File: src/rtl/lot_access_arbiter.sv
// Round-robin serialiser of per-lane enter/exit events onto a shared up/down occupancy counter,
// with capacity enforcement, per-lane timed gate drive and sticky error flags.
module lot_access_arbiter #(
   parameter int LANES       = 2,
   parameter int BITS        = 8,
   parameter int CAPACITY    = 200,
   parameter int GATE_CYCLES = 16,
   parameter int TBITS       = 5
) (
   input  logic             clk,
   input  logic             reset,
   input  logic [LANES-1:0] enter_req,
   input  logic [LANES-1:0] exit_req,
   output logic             cnt_en,
   output logic             cnt_up,
   output logic [BITS-1:0]  occupancy,
   output logic             full,
   output logic             empty,
   output logic [LANES-1:0] gate_open,
   output logic [LANES-1:0] denied,
   output logic             overrun,
   output logic             underflow
);

   localparam int SRC = 2 * LANES;
   localparam int PW  = $clog2(SRC);
   localparam logic [BITS-1:0]  CAP_V  = BITS'(CAPACITY);
   localparam logic [TBITS-1:0] GATE_V = TBITS'(GATE_CYCLES);

   typedef enum logic {GATE_CLOSED = 1'b0, GATE_OPEN = 1'b1} gate_state_t;

   logic [SRC-1:0]   pending_r;
   logic [SRC-1:0]   pending_nxt_s;
   logic [SRC-1:0]   req_s;
   logic [SRC-1:0]   grant_vec_s;
   logic [PW-1:0]    ptr_r;
   logic [PW-1:0]    ptr_nxt_s;
   logic [PW-1:0]    grant_idx_s;
   logic             grant_valid_s;
   logic             grant_exit_s;
   int               grant_lane_s;
   int               rr_j_s;
   logic             overrun_hit_s;
   logic             underflow_hit_s;
   logic             count_s;
   logic             count_up_s;
   logic [BITS-1:0]  occ_nxt_s;
   logic [LANES-1:0] deny_s;
   logic [LANES-1:0] load_s;

   gate_state_t      gate_state_r   [LANES];
   gate_state_t      gate_state_nxt_s [LANES];
   logic [TBITS-1:0] gate_timer_r   [LANES];
   logic [TBITS-1:0] gate_timer_nxt_s [LANES];

   // Round-robin pick starting at ptr_r, plus pending/overrun bookkeeping for this cycle.
   always_comb begin
      grant_valid_s = 1'b0;
      grant_idx_s   = '0;
      rr_j_s        = 0;
      req_s         = '0;
      grant_vec_s   = '0;
      for (int i = 0; i < SRC; i++) begin
         rr_j_s = int'(ptr_r) + i;
         if (rr_j_s >= SRC) begin
            rr_j_s = rr_j_s - SRC;
         end else begin
            rr_j_s = rr_j_s;
         end
         if (!grant_valid_s && pending_r[rr_j_s]) begin
            grant_valid_s = 1'b1;
            grant_idx_s   = PW'(rr_j_s);
         end else begin
            grant_valid_s = grant_valid_s;
         end
      end
      for (int l = 0; l < LANES; l++) begin
         req_s[2*l]   = enter_req[l];
         req_s[2*l+1] = exit_req[l];
      end
      if (grant_valid_s) begin
         grant_vec_s[grant_idx_s] = 1'b1;
         ptr_nxt_s = (grant_idx_s == PW'(SRC - 1)) ? '0 : grant_idx_s + PW'(1);
      end else begin
         ptr_nxt_s = ptr_r;
      end
      // A pulse landing on the same cycle as its own grant re-arms the source without overrun.
      pending_nxt_s = (pending_r & ~grant_vec_s) | req_s;
      overrun_hit_s = |(req_s & pending_r & ~grant_vec_s);
   end

   // Effect of the granted source on occupancy, gates and error flags.
   always_comb begin
      grant_lane_s    = int'(grant_idx_s) / 2;
      grant_exit_s    = grant_idx_s[0];
      count_s         = 1'b0;
      count_up_s      = cnt_up;
      underflow_hit_s = 1'b0;
      deny_s          = '0;
      load_s          = '0;
      if (grant_valid_s) begin
         if (!grant_exit_s) begin
            if (occupancy < CAP_V) begin
               count_s    = 1'b1;
               count_up_s = 1'b1;
               load_s[grant_lane_s] = 1'b1;
            end else begin
               deny_s[grant_lane_s] = 1'b1;
            end
         end else begin
            if (occupancy != '0) begin
               count_s    = 1'b1;
               count_up_s = 1'b0;
               load_s[grant_lane_s] = 1'b1;
            end else begin
               underflow_hit_s = 1'b1;
            end
         end
      end else begin
         count_s = 1'b0;
      end
      if (count_s) begin
         occ_nxt_s = count_up_s ? occupancy + BITS'(1) : occupancy - BITS'(1);
      end else begin
         occ_nxt_s = occupancy;
      end
   end

   // Per-lane gate FSM: a grant (re)loads the timer, OPEN counts down to CLOSED.
   always_comb begin
      for (int l = 0; l < LANES; l++) begin
         gate_state_nxt_s[l] = gate_state_r[l];
         gate_timer_nxt_s[l] = gate_timer_r[l];
         case (gate_state_r[l])
            GATE_CLOSED: begin
               if (load_s[l]) begin
                  gate_state_nxt_s[l] = GATE_OPEN;
                  gate_timer_nxt_s[l] = GATE_V;
               end else begin
                  gate_timer_nxt_s[l] = '0;
               end
            end
            GATE_OPEN: begin
               if (load_s[l]) begin
                  gate_timer_nxt_s[l] = GATE_V;
               end else if (gate_timer_r[l] == TBITS'(1)) begin
                  gate_state_nxt_s[l] = GATE_CLOSED;
                  gate_timer_nxt_s[l] = '0;
               end else begin
                  gate_timer_nxt_s[l] = gate_timer_r[l] - TBITS'(1);
               end
            end
            default: begin
               gate_state_nxt_s[l] = GATE_CLOSED;
               gate_timer_nxt_s[l] = '0;
            end
         endcase
      end
   end

   // State and registered outputs; reset overrides everything else in the cycle.
   always_ff @(posedge clk) begin
      if (reset) begin
         pending_r <= '0;
         ptr_r     <= '0;
         cnt_en    <= 1'b0;
         cnt_up    <= 1'b0;
         occupancy <= '0;
         full      <= 1'b0;
         empty     <= 1'b1;
         gate_open <= '0;
         denied    <= '0;
         overrun   <= 1'b0;
         underflow <= 1'b0;
         for (int l = 0; l < LANES; l++) begin
            gate_state_r[l] <= GATE_CLOSED;
            gate_timer_r[l] <= '0;
         end
      end else begin
         pending_r <= pending_nxt_s;
         ptr_r     <= ptr_nxt_s;
         cnt_en    <= count_s;
         cnt_up    <= count_up_s;
         occupancy <= occ_nxt_s;
         full      <= (occ_nxt_s == CAP_V);
         empty     <= (occ_nxt_s == '0);
         denied    <= deny_s;
         overrun   <= overrun | overrun_hit_s;
         underflow <= underflow | underflow_hit_s;
         for (int l = 0; l < LANES; l++) begin
            gate_state_r[l] <= gate_state_nxt_s[l];
            gate_timer_r[l] <= gate_timer_nxt_s[l];
            gate_open[l]    <= (gate_state_nxt_s[l] == GATE_OPEN);
         end
      end
   end

endmodule
File: config.mk
export PLATFORM = sky130hd
export DESIGN_NAME = lot_access_arbiter
export DESIGN_NICKNAME = d
export VERILOG_FILES = /design/src/rtl/lot_access_arbiter.sv
export SDC_FILE = /design/constraint.sdc
export NUM_CORES = 1
export LEC_CHECK = 0
export BUFFER_PORTS_ARGS = -buffer_cell sky130_fd_sc_hd__buf_2
export CORE_MARGIN = 2
export CORE_UTILIZATION = 45
export CTS_BUF_LIST = sky130_fd_sc_hd__clkbuf_8
export CTS_CLUSTER_DIAMETER = 200
export CTS_CLUSTER_SIZE = 8
export DETAILED_ROUTE_END_ITERATION = 10
export HOLD_SLACK_MARGIN = 0.02
export SYNTH_ARGS = -nofsm -noshare
export SYNTH_HDL_FRONTEND = slang
export SYNTH_SLANG_ARGS = --single-unit
File: constraint.sdc
create_clock -name clk -period 5.1 [get_ports clk]
set_input_delay 0.255 -clock clk [delete_from_list [all_inputs] [get_ports clk]]
set_output_delay 0.255 -clock clk [all_outputs]
set_load 0.02 [all_outputs]
Yosys cells after proc, flatten, opt, wreduce, memory -nomap -nowiden
Memories as Yosys holds them, arrays and structs flattened.
Cells that the tools add are included.

storage, ports and cells
  bits in writable memories = 12
  word-level logic and storage cells = 138
  output and inout bits = 18
  input port bits = 6
  flip-flop bits (word level) = 24
  memories kept = 2

memory list
  name          depth  width  rd ports  clocked after Yosys merged registers in  write ports  line  text
  gate_timer_r  2      5      2         0                                        2            53    logic [TBITS-1:0] gate_timer_r [LANES];
  gate_state_r  2      1      2         0                                        2            51    gate_state_t gate_state_r [LANES];

operators by class
  $lt $le $gt $ge = 13
  muxes and demuxes = 70
  bitwise gates (word level) = 14
  reductions and logical operators = 12
  equality and inequality tests = 4
  $add $sub $neg = 12

operators with widths
  kind                                                                            count
  32-bit by 4-bit less-than comparator with 1-bit output (second input constant)  4
  32-bit two-way mux                                                              4
  5-bit two-way mux                                                               8
  1-bit two-way mux                                                               36
  5-bit one-hot mux with 2 select lines                                           2
  2-bit two-way mux                                                               9
  8-bit two-way mux                                                               2
  4-bit bitwise AND                                                               3
  3-bit by 3-bit subtractor with 4-bit output (second input constant)             3
  5-bit by 1-bit equality test with 1-bit output (second input constant)          2
  5-bit by 1-bit subtractor with 5-bit output (second input constant)             2
  3-bit greater-or-equal comparator (second input constant)                       3
  8-bit by 1-bit adder with 8-bit output (second input constant)                  1
  1-bit binary-select mux with 2-bit select                                       4
  8-bit equality test (second input constant)                                     1
  8-bit zero test                                                                 1
  8-bit less-than comparator (second input constant)                              1
  8-bit nonzero test                                                              1
  4-bit OR reduction                                                              2
  8-bit by 1-bit subtractor with 8-bit output (second input constant)             1
  2-bit by 2-bit adder with 3-bit output (second input constant)                  2
  1-bit bitwise OR                                                                6
  1-bit logical AND                                                               5
  4-bit two-way mux                                                               1
  other kinds (16)                                                                21

Longest topological paths before layout
Gate-level depths: netlist (run 1).

  word-level depth = 25
  depth in mapped cells = 13
  mapped depth without buffers = 12

Worst setup path before layout (run 1)
No wires, ideal clock.

  kind = reg2reg
  start = reg occupancy[3]
  end = reg full
  arrival = 2.837 ns
  data required time = 5.039 ns
  cell stages (with the launch flop) = 12
  setup slack = 2.202 ns
  cell sequence = dfxtp_1 buf_2 or4_4 o21ai_1 nand2_1 nand2_1 xnor2_1 ha_1 or4b_1 o221ai_1 and3_1 and4bb_1

between the ends
  cells in the longest elaborated chain, start to end = 7
  elaborated cells on any way between the ends = 15
  classes of those cells = add/sub (2); order compare (1); eq/ne (1); mux (10); reduce/logical (1)

RTL lines
  what                                                                     line      text
  from (decl)                                                              16        output logic [BITS-1:0] occupancy,
  from (signal assigned)                                                   184       occupancy <= occ_nxt_s;
  8-bit less-than comparator / 8-bit nonzero test (equally long branches)  103, 111
  1-bit two-way mux (on tied branches)                                     103, 111
  1-bit two-way mux                                                        102       if (!grant_exit_s) begin
  1-bit two-way mux                                                        101       if (grant_valid_s) begin
  8-bit two-way mux                                                        123       occ_nxt_s = count_up_s ? occupancy + BITS'(1) : occupancy - BITS'(1);
  8-bit two-way mux *                                                      122       if (count_s) begin
  8-bit equality test *                                                    185       full <= (occ_nxt_s == CAP_V);
  to (signal assigned)                                                     185
  to (decl)                                                                17        output logic full,

Every way passes the cells marked *; elsewhere a longest branch is shown, timed or not.
A chain may end at the register's enable or synchronous reset.

Final worst setup path (run 1)
Same ends and word-level chain as after synthesis.

==> flow_metrics.tcl, run 1 <==
set metrics [dict create \
    syn2layout_area_growth_pct 12.1 \
    synth-seq-cells 34 \
    setup_tns_ns 0 \
    die_h_um 66.4 \
    hold_slack_ns 0.194 \
    synthesis.nets 223 \
    end_kind "flop" \
    clk_pin_slew_ns 0.07 \
    grt-ovfl-total 0 \
    chipWidth_um 66.4 \
    switching_share_pct 42.7 \
    power.internal_uw 663 \
    status "complete, no violations" \
    min_from "exit_req[1]" \
    root_buffer "clkbuf_8" \
    synth_ff_type "dfxtp_1" \
    fin_crit_ns 3.05 \
    powerDensity_nw_per_um2 590 \
    p_sw_uw 494 \
    place_area_um2 1870 \
    cp-start-kind "flop" \
    path_cells "or4_4 -> o21ai_1 -> nand2_1 -> nand2_1 -> xnor2_1 -> ha_1 -> a211oi_1 -> nand2_1 -> a211o_1 -> o221ai_1 -> and3_1 -> and4bb_1" \
    synth_area_leaders "dfxtp_1 39%, nor2_1 8.8%, ha_1 6.4%, xnor2_1 6.0%, a21oi_1 4.0%" \
    ctsHtreeMaxLevel 2 \
    fin_worst_skew_ns 0.00570 \
    yosys.area.top_type "dfxtp_1" \
    yosysTopAreaCellShare_pct 38.9 \
    drv_slew 0 \
    arrival_ns 3.30 \
    clock.fmax_mhz 327 \
    critPathRequiredTime_ns 5.34 \
    post-route-period-util_pct 59.9 \
    fin_nets 243 \
    seqPwrFrac_pct 36.0 \
    drt-vias-per-instance 5.53 \
    finalInstanceArea_um2 1960 \
    cts_num_sinks 34 \
    crit_path_frequent_cell "nand2_1" \
    drtIter0Drc 71 \
    setup_violations 0 \
    seq_area_frac_synth_pct 38.9 \
    ys_types 47 \
    grt_start_max_net_pins 26 \
    min_path_type "in -> reg" \
    drive_gt1_share_pct 16.2 \
    final_core_utilization_pct 53.2 \
    finalPower_uw 1160 \
    synth_edf_count 0 \
    clockPowerShare_pct 18.2 \
    cts-buffers-inserted 5 \
    slowest_delay_ns 0.61 \
    antenna_cells 0 \
    ff_latch_area_um2 681 \
    wl_mm 3.82 \
    finalHoldViolations 0 \
    cellLeakagePower_uw 0.000849 \
    drtPass1Iterations 4 \
    gp_congestion 0.840 \
    cts_hold_buffers 0 \
    synth_area_per_cell_um2 8.42 \
    whs_endpoint "pending_r[3]$_SDFF_PP0_" \
    rows 22 \
    avgRoutedWirePerCell_um 13.8 \
    path_class "reg -> reg" \
    hold_depth 3 \
    tightest_slew_ns 0.891 \
    slew_headroom_pct 40.3 \
    ant_nets 0 \
    antenna_found_initial 0 \
    r2r_start "occupancy[3]$_SDFF_PP0_" \
    grt_pass1_wl_mm 6.45 \
    r2r_slack_ns 2.05 \
    numPortBuffers 23 \
    r2r_end "full$_SDFF_PP0_" \
    cp.buffers_inverters 0 \
    nFillCells 368 \
    multi_input_area_um2 975 \
    cts_buffer_depth 2 \
    grt_usage_pct 19.5 \
    syn-cell-area_um2 1750 \
    critPathTopFamily "simple AND/OR/NAND/NOR gates" \
    r2r_cells 12 \
    drc 0 \
    synth-async-reset-ratio_pct 0 \
    grt_setup_unrepaired "no" \
    worst-path-max-fanout 10 \
    post_cts_buffers 0 \
    slowest_stage "or4_4" \
    cts-resized-gates 0 \
    pwr-share-comb_pct 45.8 \
    vias 1533 \
    fp.coreArea_um2 3690 \
    clkLatencyLatePin_ns 0.29 \
    io_pins 24 \
    cts_tree "built" \
    first_global_vias 1392 \
    maxCapViolCount 0 \
    synthCells 208 \
    yosysWarnings 0 \
    initial_core_util_pct 47.5 \
    dp_hpwl_mm 2.77 \
    ir_drop_mv 0.251 \
    die_area_um2 4410 \
]
layout by cell type, fill, tap and decap left out, drive strengths merged, types with 2 or more instances in the layout:
cell	count
nor2	42
dfxtp	34
buf	23
nand2	16
a21oi	15
xnor2	12
inv	10
ha	9
clkbuf	6
o21ai	5
nand2b	4
and3	4
nor3	4
nor4	4
or4	4
nor2b	3
mux2i	2
o21a	2
nand3	2
a211o	2
a211oi	2
o2111ai	2
o41ai	2
tightest hold or removal path: cells and delay by family:
family,cells,cell delay (ns)
buffers and inverters,1,0.09
and+or+nand+nor,2,0.11
sequential cells by signal, summed over array words and instances (netlist names), 2 cells and up:
register      cells
denied            2
gate_state_r      2
gate_timer_r     10
occupancy         8
pending_r         4
ptr_r             2
cell usage after synthesis, types with 2 or more instances:
cell,instances
or4_4,2
clkbuf_1,3
a21oi_1,14
a211o_1,2
o21ai_0,4
buf_6,2
nand3_1,2
nor2b_1,3
or4_1,2
mux2i_1,2
nand2_1,16
o2111ai_1,2
o41ai_1,2
ha_1,9
nor3_1,4
nor2_1,41
and3_1,4
xnor2_1,12
a211oi_1,2
nor4_1,3
o21a_1,2
inv_1,10
nand2b_1,4
dfxtp_1,34
buf_2,5
area by class of cell:
class	instances	area share, %
Inverter	10	1.91
Clock buffer	6	4.21
Multi-Input combinational cell	154	49.6
Clock inverter	2	0.637
Sequential cell	34	34.7
Timing Repair Buffer	23	5.86
Tap cell	48	3.06
how the worst max path moves through the flow:
stage	from	endpoint	slack, ns	cells after the start
floorplan	occupancy[3]$_SDFF_PP0_	full$_SDFF_PP0_	2.20	11
global placement	occupancy[3]$_SDFF_PP0_	full$_SDFF_PP0_	2.16	10
detailed placement	ptr_r[1]$_SDFFE_PP0P_	full$_SDFF_PP0_	2.05	12
CTS	ptr_r[1]$_SDFFE_PP0P_	full$_SDFF_PP0_	2.05	12
global route	ptr_r[1]$_SDFFE_PP0P_	full$_SDFF_PP0_	1.76	12
finish	occupancy[3]$_SDFF_PP0_	full$_SDFF_PP0_	2.05	12
power by group through the flow:
stage                     Clock, µW  Combinational (µW)  Sequential, µW
after floorplan                   0                 407             429
after global placement            0                 520             417
after detailed placement          0                 530             421
after CTS                       219                 533             415
after global routing            225                 598             430
final                           211                 530             416
logic make-up after synthesis:
kind of cell	after synthesis	share of synthesized area, %
mux	2	1.14
fa+ha+maj	9	6.43
compound gates	41	16.1
flops	34	38.9
buf+inv	20	5.50
simple gates	89	25.4
xor+xnor	13	6.50
per-layer routing:
metal	share of wire (%)	up-vias	GRT usage, %
met3	5.6	11	4.77
met5	0	-	0
met2	45	42	28.5
met1	46	718	25.3
li1	-	762	-
met4	3.4	0	12.5
metrics by stage:
step / cells / setup WS, ns
after detailed placement: 269 / 2.05
after CTS: 277 / 2.05
final: 277 / 2.05
after global routing: 277 / 1.76
after floorplan: 208 / 2.20
after global placement: 269 / 2.16
(Power assumes the default switching activity.)
==> run 2, diff against run 1 <==
--- a/config.mk
+++ b/config.mk
@@ -13,6 +13,7 @@
 export CTS_CLUSTER_SIZE = 8
 export DETAILED_ROUTE_END_ITERATION = 10
 export HOLD_SLACK_MARGIN = 0.02
+export PLACE_DENSITY = 0.67
 export SYNTH_ARGS = -nofsm -noshare
 export SYNTH_HDL_FRONTEND = slang
 export SYNTH_SLANG_ARGS = --single-unit
==> constraint.sdc (replaced) <==
create_clock -name clk -period 2.7 [get_ports clk]
set_input_delay 0.135 -clock clk [delete_from_list [all_inputs] [get_ports clk]]
set_output_delay 0.135 -clock clk [all_outputs]
set_load 0.02 [all_outputs]
==> run 2 against run 1 <==
The run now ends with setup timing left. Die area unchanged. Total power grew 130%. Count of clock-buffer cells in the layout unchanged. First-iteration DRC count fell by 39%. Combinational power grew to 2.7 times the previous value.
==> flow_metrics.tcl, run 2 (same netlist as run 1, synthesis figures left out) <==
set metrics [dict create \
    clk_pin_slew_ns 0.07 \
    fin_nets 271 \
    final_core_utilization_pct 61.7 \
    powerDensity_nw_per_um2 1160 \
    final_common_cell "nor2_1" \
    drtIter0Drc 43 \
    end_kind "flop" \
    ir_drop_mv 0.697 \
    first_global_vias 1445 \
    die_area_um2 4410 \
    violations "setup timing" \
    fin_crit_ns 2.72 \
    grt_usage_pct 19.1 \
    nFillCells 322 \
    drc 0 \
    setup_tns_ns -0.0174 \
    multi_input_area_um2 1040 \
    setup_violations 1 \
    die_h_um 66.4 \
    status "finished, violations left" \
    chipWidth_um 66.4 \
    grt_setup_unrepaired "yes" \
    cts-buffers-inserted 5 \
    root_buffer "clkbuf_8" \
    drive_gt1_share_pct 32.3 \
    antenna_cells 0 \
    rows 22 \
    grt-ovfl-total 0 \
    min_path_type "in -> reg" \
    io_pins 24 \
    drv_slew 0 \
    ant_nets 0 \
    largest_register_ff_count 10 \
    clock.fmax_mhz 368 \
    cp-start-kind "flop" \
    cts_num_sinks 34 \
    fin_worst_skew_ns 0.00409 \
    final_cell_mix "41 x nor2_1, 28 x dfxtp_1, 28 x buf_4" \
    slew_headroom_pct 56.3 \
    syn2layout_area_growth_pct 30.0 \
    place_area_um2 2090 \
    numPortBuffers 23 \
    grt_start_max_net_pins 26 \
    dp_slack_ns -0.00491 \
    worst-path-max-fanout 2 \
    top_register "gate_timer_r" \
    ff_latch_area_um2 693 \
    post-route-period-util_pct 101 \
    finalPower_uw 2650 \
    wl_mm 3.91 \
    cts_buffer_depth 2 \
    arrival_ns 2.95 \
    drtPass1Iterations 4 \
    path_class "reg -> reg" \
    avgRoutedWirePerCell_um 12.8 \
    fp.coreArea_um2 3690 \
    ctsHtreeMaxLevel 2 \
    cts_tree "built" \
    dp_hpwl_mm 2.89 \
    maxCapViolCount 0 \
    clkLatencyLatePin_ns 0.29 \
    gp_congestion 0.813 \
    cellLeakagePower_uw 0.00102 \
    reg_top3 "gate_timer_r (10), occupancy (8), pending_r (4)" \
    setup_slack_ns -0.0174 \
    antenna_found_initial 0 \
    vias 1580 \
    initial_core_util_pct 47.5 \
    drt-vias-per-instance 5.18 \
    finalHoldViolations 0 \
    critPathRequiredTime_ns 2.93 \
    tightest_slew_ns 0.649 \
    finalInstanceArea_um2 2280 \
    grt_pass1_wl_mm 6.34 \
]
## run 2: repair_timing
action,CTS,global route
endpoints found under the hold margin,0,0
setup buffers,0,1
hold buffers,0,0
setup endpoints to repair,2,4
gates resized for setup,2,11
pin swaps,3,6
## run 2: worst max-delay path, stage by stage, from the launching register on
cell,delay [ns]
dfxtp_4,0.34
or4_4,0.54
o21ai_2,0.18
nand2_2,0.09
nand2_2,0.11
xnor2_2,0.13
ha_4,0.23
or4b_4,0.49
o221ai_2,0.17
and3_4,0.20
and4bb_1,0.18
## run 2: final cells by class
type,count,area share (%)
Clock buffer,6,3.63
Clock inverter,2,1.48
Inverter,10,1.65
Multi-Input combinational cell,154,45.9
Sequential cell,34,30.4
Tap cell,48,2.64
Timing Repair Buffer,51,14.3
## run 2: final timing paths
path | start | endpoint | slack [ns] | cells past startpoint
max | occupancy[2]$_SDFF_PP0_ | full$_SDFF_PP0_ | -0.02 | 10
min | exit_req[1] | pending_r[3]$_SDFF_PP0_ | 0.08 | 3
max reg2reg | occupancy[2]$_SDFF_PP0_ | full$_SDFF_PP0_ | -0.02 | 10
min reg2reg | gate_timer_r[0][5]$_SDFF_PP0_ | gate_timer_r[0][5]$_SDFF_PP0_ | 0.47 | 1
## run 2: layer usage
metal  wire length (µm)  vias to the layer above  track usage, %  part of all wire (%)
met2               1860                       24            31.6                    48
met4                 65                        0            8.16                   1.7
met1               1850                      726            22.7                    47
met5                  0                        -               0                     0
li1                   -                      821               -                     -
met3                135                        9            5.96                   3.5
## run 2: metrics by stage
stage | hold slack (ns) | cells
finish | 0.0805 | 305
global route | 0.0846 | 305
CTS | 0.0728 | 304
detailed placement | 0.370 | 296
global placement | 0.365 | 296
floorplan | 0.252 | 208
## run 2: where the power goes
| group | switching, µW | total, µW | internal, µW |
|---|---|---|---|
| clock network | 184 | 481 | 297 |
| logic | 730 | 1440 | 711 |
| registers | 98.1 | 728 | 630 |
| total | 1010 | 2650 | 1640 |
